[src/rtl/rat_flags_int_if.sv]
// Control-unit side bundle for the flag/interrupt block: commands, ALU results, interrupt request/ack and flag outputs.
interface rat_flags_int_if;
   logic flg_c_set;
   logic flg_c_clr;
   logic flg_c_ld;
   logic flg_z_ld;
   logic flg_ld_sel;
   logic c_in;
   logic z_in;
   logic i_set;
   logic i_clr;
   logic int_req;
   logic int_ack;
   logic c_flag;
   logic z_flag;
   logic i_flag;
   logic int_pending;
   logic int_cu;

   modport master (
      output flg_c_set, flg_c_clr, flg_c_ld, flg_z_ld, flg_ld_sel,
      output c_in, z_in, i_set, i_clr, int_req, int_ack,
      input  c_flag, z_flag, i_flag, int_pending, int_cu
   );

   modport slave (
      input  flg_c_set, flg_c_clr, flg_c_ld, flg_z_ld, flg_ld_sel,
      input  c_in, z_in, i_set, i_clr, int_req, int_ack,
      output c_flag, z_flag, i_flag, int_pending, int_cu
   );
endinterface

[src/rtl/rat_flags_int.sv]
// C/Z/I flags with interrupt shadow copies and a rising-edge interrupt latch; latency 1 for all registered outputs.
// RAT_INT_SYNC_EN defined: INT_REQ passes a 2-flop synchronizer before edge detection (pending after 3rd sampling edge).
module rat_flags_int (
   input logic           clk,
   input logic           reset_n,
   rat_flags_int_if.slave bus
);

   logic c_q;
   logic z_q;
   logic shad_c_q;
   logic shad_z_q;
   logic i_q;
   logic pending_q;
   logic prev_q;
   logic req_stage;
   logic req_edge;

`ifdef RAT_INT_SYNC_EN
   logic sync1_q;
   logic sync2_q;

   always_ff @(posedge clk or negedge reset_n) begin
      if (!reset_n) begin
         sync1_q <= 1'b0;
         sync2_q <= 1'b0;
      end else begin
         sync1_q <= bus.int_req;
         sync2_q <= sync1_q;
      end
   end

   assign req_stage = sync2_q;
`else
   assign req_stage = bus.int_req;
`endif

   // prev_q starts at 0, so a request already high after reset yields one edge
   assign req_edge = req_stage & ~prev_q;

   always_ff @(posedge clk or negedge reset_n) begin
      if (!reset_n) begin
         c_q       <= 1'b0;
         z_q       <= 1'b0;
         shad_c_q  <= 1'b0;
         shad_z_q  <= 1'b0;
         i_q       <= 1'b0;
         pending_q <= 1'b0;
         prev_q    <= 1'b0;
      end else begin
         prev_q <= req_stage;

         if (bus.flg_c_clr)
            c_q <= 1'b0;
         else if (bus.flg_c_set)
            c_q <= 1'b1;
         else if (bus.flg_c_ld)
            c_q <= bus.flg_ld_sel ? shad_c_q : bus.c_in;

         if (bus.flg_z_ld)
            z_q <= bus.flg_ld_sel ? shad_z_q : bus.z_in;

         // shadows take the flags as they stood before this cycle's update
         if (bus.int_ack) begin
            shad_c_q <= c_q;
            shad_z_q <= z_q;
         end

         if (bus.int_ack || bus.i_clr)
            i_q <= 1'b0;
         else if (bus.i_set)
            i_q <= 1'b1;

         // a fresh edge wins over the ack so a back-to-back request is not dropped
         if (req_edge)
            pending_q <= 1'b1;
         else if (bus.int_ack)
            pending_q <= 1'b0;
      end
   end

   assign bus.c_flag      = c_q;
   assign bus.z_flag      = z_q;
   assign bus.i_flag      = i_q;
   assign bus.int_pending = pending_q;
   assign bus.int_cu      = pending_q & i_q;

endmodule
[src/flat_wrapper.sv]
// flat-port wrapper written by rule: the top's interface ports become plain ports
module rat_flags_int_flat 
  (clk, reset_n, bus_flg_c_set, bus_flg_c_clr, bus_flg_c_ld, bus_flg_z_ld, bus_flg_ld_sel, bus_c_in, bus_z_in, bus_i_set, bus_i_clr, bus_int_req, bus_int_ack, bus_c_flag, bus_z_flag, bus_i_flag, bus_int_pending, bus_int_cu);
  rat_flags_int_if bus_i ();
  input logic clk;
  input logic reset_n;
  input wire logic [$bits(bus_i.flg_c_set)-1:0] bus_flg_c_set;
  input wire logic [$bits(bus_i.flg_c_clr)-1:0] bus_flg_c_clr;
  input wire logic [$bits(bus_i.flg_c_ld)-1:0] bus_flg_c_ld;
  input wire logic [$bits(bus_i.flg_z_ld)-1:0] bus_flg_z_ld;
  input wire logic [$bits(bus_i.flg_ld_sel)-1:0] bus_flg_ld_sel;
  input wire logic [$bits(bus_i.c_in)-1:0] bus_c_in;
  input wire logic [$bits(bus_i.z_in)-1:0] bus_z_in;
  input wire logic [$bits(bus_i.i_set)-1:0] bus_i_set;
  input wire logic [$bits(bus_i.i_clr)-1:0] bus_i_clr;
  input wire logic [$bits(bus_i.int_req)-1:0] bus_int_req;
  input wire logic [$bits(bus_i.int_ack)-1:0] bus_int_ack;
  output wire logic [$bits(bus_i.c_flag)-1:0] bus_c_flag;
  output wire logic [$bits(bus_i.z_flag)-1:0] bus_z_flag;
  output wire logic [$bits(bus_i.i_flag)-1:0] bus_i_flag;
  output wire logic [$bits(bus_i.int_pending)-1:0] bus_int_pending;
  output wire logic [$bits(bus_i.int_cu)-1:0] bus_int_cu;
  assign bus_i.flg_c_set = bus_flg_c_set;
  assign bus_i.flg_c_clr = bus_flg_c_clr;
  assign bus_i.flg_c_ld = bus_flg_c_ld;
  assign bus_i.flg_z_ld = bus_flg_z_ld;
  assign bus_i.flg_ld_sel = bus_flg_ld_sel;
  assign bus_i.c_in = bus_c_in;
  assign bus_i.z_in = bus_z_in;
  assign bus_i.i_set = bus_i_set;
  assign bus_i.i_clr = bus_i_clr;
  assign bus_i.int_req = bus_int_req;
  assign bus_i.int_ack = bus_int_ack;
  assign bus_c_flag = bus_i.c_flag;
  assign bus_z_flag = bus_i.z_flag;
  assign bus_i_flag = bus_i.i_flag;
  assign bus_int_pending = bus_i.int_pending;
  assign bus_int_cu = bus_i.int_cu;
  rat_flags_int u_core (.clk(clk), .reset_n(reset_n), .bus(bus_i));
endmodule
[config.mk]
export PLATFORM = sky130hd
export DESIGN_NAME = rat_flags_int_flat
export DESIGN_NICKNAME = d
export VERILOG_FILES = /design/src/rtl/rat_flags_int_if.sv /design/src/rtl/rat_flags_int.sv /design/src/flat_wrapper.sv
export SDC_FILE = /design/constraint.sdc
export NUM_CORES = 1
export LEC_CHECK = 0
export CORE_AREA = 4 4 41 43
export CTS_CLUSTER_SIZE = 16
export DETAILED_ROUTE_END_ITERATION = 10
export DIE_AREA = 0 0 45 47
export GPL_ROUTABILITY_DRIVEN = 0
export GPL_TIMING_DRIVEN = 0
export HOLD_SLACK_MARGIN = 0.12
export SLEW_MARGIN = 20
export SYNTH_ARGS = -nofsm -noshare
export SYNTH_HDL_FRONTEND = slang
export SYNTH_SLANG_ARGS = --single-unit
[constraint.sdc]
create_clock -name clk -period 0.9 [get_ports clk]
set_clock_uncertainty 0.1 [all_clocks]
set_input_delay 0.18 -clock clk [delete_from_list [all_inputs] [get_ports clk]]
set_output_delay 0.18 -clock clk [all_outputs]
set_load 0.02 [all_outputs]
==> metrics.md <==
| Metric | Value |
|---|---|
| DRT Pass-1 Iters | `1` |
| Crit-path slowest cell | `dfrtp_2` |
| Worst R2R Path Depth | `2` |
| CTS tree | `done` |
| Worst-path cell chain | `and2_4 -> buf_6` |
| Power Dens Cells | `about 1600 nW/um^2` |
| Ant diodes | `0` |
| R2r startpoint | `u_core.bus.c_flag` |
| CTS clock-pin slew for the worst setup and hold paths | `roughly 0.06 ns` |
| Critical path fanouts, max | `3` |
| Fin. max-slew vios | `0` |
| Fillcell total | `~140` |
| Max VDD drop | `1.15 mV` |
| Seq cells post-synth | `7` |
| Final Setup Violations | `8` |
| Die width | `45 um` |
| Die H | `47 um` |
| Top cells by area, synth | `dfrtp_1, mux2_2, mux2i_1` |
| Site Rows | `13` |
| Initial DRC Count | `0` |
| Placed cell count | `54` |
| Grt total ovfl | `0` |
| Netlist cell types | `10` |
| Worst hold path class | `primary input to async pin` |
| Final worst setup slack | `-0.305 ns` |
| Leading area contributor after synthesis | `dfrtp_1` |
| Synthesized Nets | `35` |
| Maximum number of pins on one net before global-route repair | `8` |
| R2R setup slack | `-0.09 ns` |
| DR vias/cell | `4.25` |
| Max Cap Violations | `0` |
| Post-synth top area share | `between 60% and 70%` |
| Port buffer count | `17` |
| Pre-CTS setup slack | `-0.461 ns` |
| Post-DP HPWL | `about 560 um` |
| Die area | `2120 um^2` |
| RSZ-0062 raised after global routing | `yes` |
| # IOs | `18` |
| Max-slew headroom | `around 80%` |
| Failing checks | `negative setup slack` |
| Layout cell share with drive strength beyond 1 | `between 40% and 50%` |
| Clock root cell | `clkbuf_4` |
| Reg-to-Reg End | `u_core.shad_c_q` |
| Complex-gate fraction of the synthesized area | `under 10%` |
| Vias in the first global route | `about 280` |
| Post-synthesis simple-gate area fraction | `under 10%` |
| Largest family of logic cells by synthesized area | `multiplexers` |
| DRT Wirelength | `between 700 and 800 um` |
| WP data arrival | `0.92 ns` |
| Routed Antenna Nets | `0` |
| Crit path launch type | `flop` |
| Post-synthesis mux area share | `between 15 and 20%` |
| Initial antenna violation count | `0` |
| CTS Buf Count | `3` |
| Final instance area | `approximately 540 um^2` |
| Cells after Synth | `22` |
| H-tree levels | `1` |
| Adder-cell area share of the yosys netlist | `0%` |
| Critical path required time | `a little over 0.6 ns` |
| Status | `complete, but fails checks` |
| Fmax | `between 800 and 900 MHz` |
| Core area | `roughly 1300 um^2` |
| Clock latency on the worst-skew pair | `around 0.26 ns` |
| Setup crit end kind | `output pin` |
| Clk sink count | `7` |
| Area of the mapped netlist | `273 um^2` |
| Routed wire per std cell | `between 10 and 15 um` |
| Finished Layout Cells | `61` |
| Final Cycle Share | `134%` |
| Xor-xnor portion of the synthesized cell area | `0%` |
| GRT Util Overall | `9.18%` |
| Bufs on Longest Clock Path | `2` |
| Routed via count | `about 260` |
| First-pass GRT wire length | `roughly 1.2 mm` |
| Initial Util | `a little over a fifth` |
| Hold Fails Final Rpt | `0` |
| Syn avg cell area | `about 12 um^2` |
| Setup CP Type | `flop to output pin` |
| Area after DPL | `477 um^2` |
| YS warnings | `0` |
| Synth-to-Final Area Change | `97.2%` |
| Register area share after synthesis | `between 60% and 70%` |
| Nets | `60` |
| Worst-Margin Slew | `roughly 0.3 ns` |
| Crit path time final | `about 1.2 ns` |
| Final Power | `876 uW` |
| Leak | `0.248 nW` |
| # DRC | `0` |
| CP max stage delay | `0.41 ns` |
cells by family after synthesis:
family | count (synthesis)
and+or+nand+nor | 5
muxes | 4
DFF | 7
AOI/OAI and AO/OA | 3
buffers and inverters | 3
power breakdown:
part	switching (mW)	leakage (nW)	total (mW)	internal, mW
registers	0.0223	0.0793	0.374	0.352
clock network	0.121	0.0150	0.290	0.170
logic	0.0751	0.153	0.211	0.136
total	0.218	0.248	0.876	0.658
layer usage:
metal | share of wire, % | up-vias | global-route usage, %
met5 | 0 | - | 0
met4 | 3.5 | 0 | 8.77
met3 | 4.1 | 4 | 5.75
met2 | 56 | 5 | 13.3
met1 | 36 | 125 | 8.90
li1 | - | 125 | -
synth_stat cells:
| master | count |
|---|---|
| nor3_1 | 2 |
| mux2i_1 | 2 |
| inv_1 | 3 |
| mux2_2 | 2 |
| o22ai_1 | 1 |
| a21oi_1 | 1 |
| dfrtp_1 | 7 |
| nor2_1 | 2 |
| and2_1 | 1 |
| a311oi_1 | 1 |
worst max-delay path by stage:
stage                      startpoint              end  slack, ns  cells past startpoint
5_1_grt             u_core.bus.i_flag       bus_int_cu      -0.34                      2
2_1_floorplan       u_core.bus.z_flag  u_core.shad_z_q      -0.02                      1
4_1_cts             u_core.bus.i_flag       bus_int_cu      -0.32                      2
3_5_place_dp        u_core.bus.i_flag       bus_int_cu      -0.46                      2
6_report            u_core.bus.i_flag       bus_int_cu      -0.30                      2
3_3_place_gp   u_core.bus.int_pending       bus_int_cu      -0.45                      2
worst max-delay path, delay by kind of cell (launching register included):
family                 cells  cell delay [ns]
and+or+nand+nor            1             0.14
buffers and inverters      1             0.12
DFF                        1             0.41
timing repair:
| action | CTS | global route |
|---|---|---|
| hold endpoints to repair | 7 | 7 |
| buffers inserted | 3 | 0 |
| gates resized for setup | 33 | 1 |
| setup endpoints to repair | 9 | 10 |
| pin swaps | 1 | 1 |
layout by cell type (no fill, tap or decap), drive strengths merged:
| master | n |
|---|---|
| o22ai | 1 |
| dlygate4sd2 | 2 |
| nor2 | 2 |
| clkbuf | 4 |
| mux2 | 2 |
| nor3 | 2 |
| a311oi | 1 |
| clkdlybuf4s50 | 10 |
| dfrtp | 7 |
| inv | 3 |
| mux2i | 2 |
| and2 | 1 |
| buf | 8 |
| a21oi | 1 |
registers in the layout, summed over array words and instances (netlist names):
name and count:
u_core.bus.c_flag 1, u_core.bus.i_flag 1, u_core.bus.int_pending 1, u_core.bus.z_flag 1
u_core.prev_q 1, u_core.shad_c_q 1, u_core.shad_z_q 1
cell type report:
cell class                 count  area [um^2]  area share [%]
multi-input combinational     12          104            19.3
timing repair buffer          20          198            36.7
clock buffer                   4         26.3            4.88
tap                           15         18.8            3.49
inverter                       3         11.3            2.09
sequential                     7          180            33.5
through the flow:
step,hold WS [ns],util (%),TNS [ns]
after detailed placement,0.310,36.6,-3.66
after global placement,0.298,36.6,-3.64
after floorplan,-0.216,-,-0.0448
after global routing,0.0847,41.3,-1.66
after CTS,0.0759,41.2,-1.48
final,0.0725,41.3,-1.36
Power figures use the tool's default switching activity.
